## src/rtl/dvfs_governor_if.sv

```systemverilog
// Governor <-> regulator/frequency-controller signal bundle.
// slave = governor side; master = the side driving utilization, acks and status.
interface dvfs_governor_if;
  logic       governor_enable;
  logic       util_valid;
  logic [7:0] util_sample;
  logic [2:0] max_level;
  logic       volt_req_valid;
  logic [2:0] volt_level_req;
  logic       volt_ack;
  logic [2:0] frequency_level_req;
  logic       frequency_enable;
  logic       frequency_ready;
  logic [2:0] current_frequency_level;
  logic       busy;
  logic [7:0] window_avg;
  logic       timeout_err;

  modport master (
    output governor_enable, util_valid, util_sample, max_level,
           volt_ack, frequency_ready, current_frequency_level,
    input  volt_req_valid, volt_level_req, frequency_level_req,
           frequency_enable, busy, window_avg, timeout_err
  );

  modport slave (
    input  governor_enable, util_valid, util_sample, max_level,
           volt_ack, frequency_ready, current_frequency_level,
    output volt_req_valid, volt_level_req, frequency_level_req,
           frequency_enable, busy, window_avg, timeout_err
  );
endinterface

```

## src/rtl/dvfs_governor.sv

```systemverilog
// DVFS governor: windowed utilization average drives one-step level changes with volt-before-freq ordering.
// Decision one cycle after a window closes; requests held until ack/ready or timeout, then a fixed holdoff.
module dvfs_governor #(
  parameter int         WINDOW_LOG2    = 4,
  parameter logic [7:0] UP_THRESH      = 8'd192,
  parameter logic [7:0] DOWN_THRESH    = 8'd64,
  parameter logic [15:0] HOLDOFF_CYCLES = 16'd256,
  parameter logic [15:0] TIMEOUT_CYCLES = 16'd4096
) (
  input  logic ref_clk,
  input  logic rst_n,
  dvfs_governor_if.slave bus
);

  typedef enum logic [2:0] {IDLE, VOLT_UP, FREQ_WAIT, VOLT_DOWN, HOLDOFF} state_t;

  state_t state, state_next;

  logic [8+WINDOW_LOG2-1:0] acc, acc_sum;
  logic [WINDOW_LOG2-1:0]   sample_cnt;
  logic                     window_done;
  logic [7:0]               avg_q;

  logic [2:0]  committed, target, target_next, vlr_q, pick;
  logic [15:0] cnt;
  logic        timeout_q, timeout_fire, freq_done;

  // Window accumulator
  assign acc_sum = acc + {{WINDOW_LOG2{1'b0}}, bus.util_sample};

  always_ff @(posedge ref_clk) begin
    if (!rst_n) begin
      acc         <= '0;
      sample_cnt  <= '0;
      avg_q       <= '0;
      window_done <= 1'b0;
    end else begin
      window_done <= 1'b0;
      if (bus.util_valid) begin
        sample_cnt <= sample_cnt + 1'b1;
        if (sample_cnt == '1) begin
          avg_q       <= acc_sum[WINDOW_LOG2 +: 8];
          acc         <= '0;
          window_done <= 1'b1;
        end else begin
          acc <= acc_sum;
        end
      end
    end
  end

  assign freq_done = (state == FREQ_WAIT) && bus.frequency_ready &&
                     (bus.current_frequency_level == target);

  // State register and transition-scoped datapath
  always_ff @(posedge ref_clk) begin
    if (!rst_n) begin
      state     <= IDLE;
      committed <= 3'd4;
      target    <= 3'd4;
      vlr_q     <= 3'd4;
      cnt       <= '0;
      timeout_q <= 1'b0;
    end else begin
      state  <= state_next;
      target <= target_next;
      // One counter serves both the handshake timeout and the holdoff; it restarts on every state change.
      if (state_next != state || state == IDLE)
        cnt <= '0;
      else
        cnt <= cnt + 16'd1;
      if (freq_done)
        committed <= target;
      if (state_next == VOLT_UP || state_next == VOLT_DOWN)
        vlr_q <= target_next;
      if (timeout_fire)
        timeout_q <= 1'b1;
    end
  end

  // Next-state logic
  always_comb begin
    state_next   = state;
    target_next  = target;
    timeout_fire = 1'b0;
    pick         = committed;

    if (committed > bus.max_level)
      pick = bus.max_level;
    else if (avg_q >= UP_THRESH && committed < bus.max_level)
      pick = committed + 3'd1;
    else if (avg_q <= DOWN_THRESH && committed != 3'd0)
      pick = committed - 3'd1;

    case (state)
      IDLE: begin
        if (window_done && bus.governor_enable) begin
          if (pick > committed) begin
            state_next  = VOLT_UP;
            target_next = pick;
          end else if (pick < committed) begin
            state_next  = FREQ_WAIT;
            target_next = pick;
          end
        end
      end
      VOLT_UP: begin
        if (bus.volt_ack) begin
          state_next = FREQ_WAIT;
        end else if (cnt == TIMEOUT_CYCLES - 16'd1) begin
          state_next   = HOLDOFF;
          timeout_fire = 1'b1;
        end
      end
      FREQ_WAIT: begin
        if (freq_done) begin
          state_next = (target < committed) ? VOLT_DOWN : HOLDOFF;
        end else if (cnt == TIMEOUT_CYCLES - 16'd1) begin
          state_next   = HOLDOFF;
          timeout_fire = 1'b1;
        end
      end
      VOLT_DOWN: begin
        if (bus.volt_ack) begin
          state_next = HOLDOFF;
        end else if (cnt == TIMEOUT_CYCLES - 16'd1) begin
          state_next   = HOLDOFF;
          timeout_fire = 1'b1;
        end
      end
      HOLDOFF: begin
        if (cnt == HOLDOFF_CYCLES - 16'd1)
          state_next = IDLE;
      end
      default: state_next = IDLE;
    endcase
  end

  // Outputs
  always_comb begin
    bus.busy                = (state != IDLE);
    bus.volt_req_valid      = (state == VOLT_UP) || (state == VOLT_DOWN);
    bus.volt_level_req      = vlr_q;
    bus.frequency_enable    = (state == FREQ_WAIT);
    bus.frequency_level_req = (state == FREQ_WAIT) ? target : committed;
    bus.window_avg          = avg_q;
    bus.timeout_err         = timeout_q;
  end

endmodule

```

## src/flat_wrapper.sv

```systemverilog
// flat-port wrapper written by rule: the top's interface ports become plain ports
module dvfs_governor_flat 
#(
  parameter int         WINDOW_LOG2    = 4,
  parameter logic [7:0] UP_THRESH      = 8'd192,
  parameter logic [7:0] DOWN_THRESH    = 8'd64,
  parameter logic [15:0] HOLDOFF_CYCLES = 16'd256,
  parameter logic [15:0] TIMEOUT_CYCLES = 16'd4096
)
  (ref_clk, rst_n, bus_governor_enable, bus_util_valid, bus_util_sample, bus_max_level, bus_volt_ack, bus_frequency_ready, bus_current_frequency_level, bus_volt_req_valid, bus_volt_level_req, bus_frequency_level_req, bus_frequency_enable, bus_busy, bus_window_avg, bus_timeout_err);
  dvfs_governor_if bus_i ();
  input  logic ref_clk;
  input  logic rst_n;
  input wire logic [$bits(bus_i.governor_enable)-1:0] bus_governor_enable;
  input wire logic [$bits(bus_i.util_valid)-1:0] bus_util_valid;
  input wire logic [$bits(bus_i.util_sample)-1:0] bus_util_sample;
  input wire logic [$bits(bus_i.max_level)-1:0] bus_max_level;
  input wire logic [$bits(bus_i.volt_ack)-1:0] bus_volt_ack;
  input wire logic [$bits(bus_i.frequency_ready)-1:0] bus_frequency_ready;
  input wire logic [$bits(bus_i.current_frequency_level)-1:0] bus_current_frequency_level;
  output wire logic [$bits(bus_i.volt_req_valid)-1:0] bus_volt_req_valid;
  output wire logic [$bits(bus_i.volt_level_req)-1:0] bus_volt_level_req;
  output wire logic [$bits(bus_i.frequency_level_req)-1:0] bus_frequency_level_req;
  output wire logic [$bits(bus_i.frequency_enable)-1:0] bus_frequency_enable;
  output wire logic [$bits(bus_i.busy)-1:0] bus_busy;
  output wire logic [$bits(bus_i.window_avg)-1:0] bus_window_avg;
  output wire logic [$bits(bus_i.timeout_err)-1:0] bus_timeout_err;
  assign bus_i.governor_enable = bus_governor_enable;
  assign bus_i.util_valid = bus_util_valid;
  assign bus_i.util_sample = bus_util_sample;
  assign bus_i.max_level = bus_max_level;
  assign bus_i.volt_ack = bus_volt_ack;
  assign bus_i.frequency_ready = bus_frequency_ready;
  assign bus_i.current_frequency_level = bus_current_frequency_level;
  assign bus_volt_req_valid = bus_i.volt_req_valid;
  assign bus_volt_level_req = bus_i.volt_level_req;
  assign bus_frequency_level_req = bus_i.frequency_level_req;
  assign bus_frequency_enable = bus_i.frequency_enable;
  assign bus_busy = bus_i.busy;
  assign bus_window_avg = bus_i.window_avg;
  assign bus_timeout_err = bus_i.timeout_err;
  dvfs_governor #(.WINDOW_LOG2(WINDOW_LOG2), .UP_THRESH(UP_THRESH), .DOWN_THRESH(DOWN_THRESH), .HOLDOFF_CYCLES(HOLDOFF_CYCLES), .TIMEOUT_CYCLES(TIMEOUT_CYCLES)) u_core (.ref_clk(ref_clk), .rst_n(rst_n), .bus(bus_i));
endmodule
```

## config.mk

```make
export PLATFORM = sky130hd
export DESIGN_NAME = dvfs_governor_flat
export DESIGN_NICKNAME = d
export VERILOG_FILES = /design/src/rtl/dvfs_governor_if.sv /design/src/rtl/dvfs_governor.sv /design/src/flat_wrapper.sv
export SDC_FILE = /design/constraint.sdc
export NUM_CORES = 1
export LEC_CHECK = 0
export CAP_MARGIN = 20
export CELL_PAD_IN_SITES_DETAIL_PLACEMENT = 2
export CELL_PAD_IN_SITES_GLOBAL_PLACEMENT = 2
export CORE_UTILIZATION = 37
export DETAILED_ROUTE_END_ITERATION = 12
export MAX_ROUTING_LAYER = met4
export PLACE_DENSITY = 0.84
export SYNTH_ARGS = -nofsm -noshare
export SYNTH_HDL_FRONTEND = slang
export SYNTH_SLANG_ARGS = --single-unit
```

## constraint.sdc

```tcl
create_clock -name ref_clk -period 10.2 [get_ports ref_clk]
set_input_delay 1.02 -clock ref_clk [delete_from_list [all_inputs] [get_ports ref_clk]]
set_output_delay 1.02 -clock ref_clk [all_outputs]
set_load 0.01 [all_outputs]
```

==> reports/results.tsv <==
stage	metric	value	unit
synth	synth_common_cells	dfxtp_1 (54), nor2_1 (36), nand2_1 (29)	
global_routing	globalRouteTotalUtil	22.5	%
clock_network	clockBufferDepth	2	
sta	fin_skew	15.9	ps
flow_run	maxCapViolations	0	
sta	slew_viol_final	0	
worst_setup_path	critPathLaunch	bus_max_level[2]	
final_layout	nNetsFinal	449	
sta	max_slew_margin	29.8	%
place	dp_hpwl	7120	um
die	die_w	95.1	um
clock_network	ctsHoldBuffers	0	
power	finalPower	0.413	mW
synth	synthSimpleGateAreaFrac	23.9	%
synth	synth_top_family_by_area	simple AND/OR/NAND/NOR gates	
clock_network	post_cts_resized	0	
final_layout	stdcell_area	0.00373	sq mm
sta	max_freq	190	MHz
synth	yosys_warnings	0	
route	post_drt_wl_per_cell	18.3	um
route	wirelength	9410	um
clock_network	cts_tree	done	
sta	fin_crit	5260	ps
die	core	0.00830	sq mm
worst_setup_path	path_buf_inv	3	
worst_setup_path	critical_path_class	in -> reg	
final_layout	diodes	0	
route	vias	2884	
synth	yosysTopAreaCell	dfxtp_1	
worst_setup_path	path_delay_family	compound AO/OA/AOI/OAI gates	
die	num_rows	33	
synth	synth_area_leaders	dfxtp_1 (34%), ha_1 (8.2%), nor2_1 (4.2%), xor2_1 (4.1%), o21ai_0 (4.1%)	
clock_network	cts_sinks	54	
clock_network	ctsRootBufferMaster	clkbuf_8	
worst_setup_path	slowest_stage	a211oi_1	
synth	ys_ff_latch	54	
synth	synth.distinct_cells	60	
clock_network	path_clk_slew	100	ps
clock_network	numCtsBuffers	5	
route	antenna_left	0	
sta	tns	0	ps
worst_setup_path	critPathCaptureType	register	
place	port-buffer-count	37	
run_status	status	completed	
hold_path	worstHoldStart	u_core.cnt[0]$_SDFF_PP0_	
synth	synthArstFlopShare	0	%
worst_setup_path	cp-start-kind	primary input	
worst_setup_path	max_stage_delay	890	ps
die	die_h	95.1	um
worst_setup_path	crit_path_max_fanout	11	
place	place_area	0.00365	sq mm
synth	synth_area	0.00321	sq mm
sta	hold_viol	0	
power	power.density	111	mW/mm^2
synth	synth_edf_count	0	
synth	synth_top_area_share	33.7	%
final_layout	syn_to_final_growth	16.3	%
synth	synth_seq_area_share	33.7	%
global_routing	grt_max_degree	30	
worst_setup_path	cp-endpoint	u_core.bus.volt_level_req[2]$_SDFFE_PN1P_	
clock_network	htreeDepth	2	
worst_setup_path	rr_worst_depth	14	
global_routing	grt-ovfl-total	0	
synth	synthFlopType	dfxtp_1	
sta	post-route-period-util	51.5	%
route	drc	0	
sta	holdWs	478	ps
hold_path	hp-class	reg -> reg	
clock_network	clkLatencyLatePin	320	ps
route	viasPerCell	5.62	
sta	rsz0062_at_grt	no	
final_layout	final_util	45.0	%
clock_network	cts_setup_buffers	0	
synth	synthMuxAreaShare	1.91	%
synth	syn_avg_cell_area	8.56	sq um
place	globalplace.congestion	0.805	
route	first_pass_iters	4	
die	initial_core_util	38.7	%
synth	postSynthCellCount	375	
die	pin_count	38	
synth	synth_fa_ha_area_share	8.81	%
worst_setup_path	worst_ep_arrival_time	5500	ps
worst_setup_path	required	10440	ps
synth	yosysMostFrequentCell	dfxtp_1	
global_routing	antenna_found_initial	0	
worst_setup_path	cp.depth	15	
sta	worst_pin_slew	1050	ps
synth	synth_compound_area_share	19.6	%
synth	synthXorXnorAreaFrac	7.64	%
global_routing	first_global_vias	3074	
worst_setup_path	worstPathCellList	clkdlybuf4s50_1 > inv_1 > ha_1 > nand3b_1 > a32oi_1 > nor3_1 > a21oi_1 > inv_1 > ha_1 > or3b_2 > a211oi_1 > or3b_1 > mux2i_1 > o21ai_0 > o211ai_1	
worst_setup_path	reg2reg_setup_slack	5580	ps
die	die_area	0.00905	sq mm
power	leakagePower	1.40	nW
route	drtIter0Drc	97	
final_layout	drive_gt1_share	4.90	%
global_routing	grt_pass1_wl	15300	um
sta	final-setup-viol-count	0	
worst_setup_path	r2r_end	u_core.bus.volt_level_req[2]$_SDFFE_PN1P_	
power	vdd_ir_drop_max	58.9	uV
synth	syn_nets	417	
worst_setup_path	reg2reg_from	u_core.committed[0]$_SDFFE_PN0P_	
[state kept, by name, indices dropped and copies added (netlist names)]
register / cells
u_core.cnt: 16
u_core.acc: 12
u_core.bus.window_avg: 8
u_core.sample_cnt: 4
u_core.bus.volt_level_req: 3
u_core.committed: 3
u_core.state: 3
u_core.target: 3
u_core.bus.timeout_err: 1
u_core.window_done: 1
[cell type report]
type                       instances  area, sq um
fill                             963         4570
tap                              105          131
multi-input combinational        289         1990
timing repair buffer              38          378
clock inverter                     2         13.8
sequential                        54         1080
clock buffer                       6         72.6
inverter                          19         71.3
[layout by cell type, fill, tap and decap left out, drive strengths merged, types with 2 or more instances in the layout]
| master | n |
|---|---|
| a2111oi | 3 |
| a211oi | 4 |
| a21o | 2 |
| a21oi | 19 |
| a22o | 2 |
| a2bb2oi | 2 |
| a31oi | 5 |
| a32oi | 2 |
| and2 | 7 |
| and3 | 10 |
| and4 | 4 |
| clkbuf | 6 |
| clkdlybuf4s50 | 37 |
| clkinv | 4 |
| dfxtp | 54 |
| ha | 21 |
| inv | 17 |
| mux2i | 5 |
| nand2 | 29 |
| nand2b | 5 |
| nand3 | 15 |
| nand3b | 2 |
| nand4 | 9 |
| nand4b | 2 |
| nor2 | 36 |
| nor2b | 7 |
| nor3 | 3 |
| nor4 | 5 |
| o211ai | 5 |
| o21a | 4 |
| o21ai | 26 |
| o221ai | 2 |
| o2bb2ai | 2 |
| o41ai | 2 |
| or3 | 6 |
| or3b | 3 |
| xnor2 | 13 |
| xor2 | 15 |
[where the power goes]
group	switching [mW]	internal [mW]	leakage, nW
sequential	0.00459	0.216	0.437
clock	0.0772	0.0488	0.0452
combinational	0.0376	0.0292	0.914
[worst min path at each step]
stage | slack (ps) | depth (start not counted) | to
floorplan | 410 | 1 | u_core.cnt[0]$_SDFF_PP0_
global route | 510 | 2 | u_core.acc[6]$_SDFFE_PN0P_
CTS | 480 | 2 | u_core.bus.window_avg[2]$_SDFFE_PN0P_
finish | 480 | 1 | u_core.cnt[0]$_SDFF_PP0_
global placement | 420 | 1 | u_core.cnt[0]$_SDFF_PP0_
detailed placement | 470 | 2 | u_core.bus.window_avg[2]$_SDFFE_PN0P_
[cells by family (layout without fill, tap and decap cells)]
logic type / Yosys count / count (layout)
buffers and inverters: 32 / 65
XOR/XNOR: 28 / 28
adder cells (fa/ha/maj): 22 / 22
flip-flops: 54 / 54
multiplexers: 6 / 6
AO/OA/AOI/OAI: 88 / 88
AND/OR/NAND/NOR: 145 / 145
[through the flow]
stage	std cells	worst slack, ps
floorplan	375	6360
global placement	505	4960
finish	513	4940
global route	513	4680
detailed placement	505	4680
CTS	513	4990
[per-layer routing]
metal | track usage [%] | wire length (um) | vias to the layer above
met2 | 40.5 | 4800 | 34
met4 | 6.31 | 114 | 0
met5 | - | 0 | -
met1 | 26.2 | 4320 | 1428
li1 | - | - | 1413
met3 | 2.71 | 174 | 9
No activity file was read; power rests on OpenSTA's default activity.
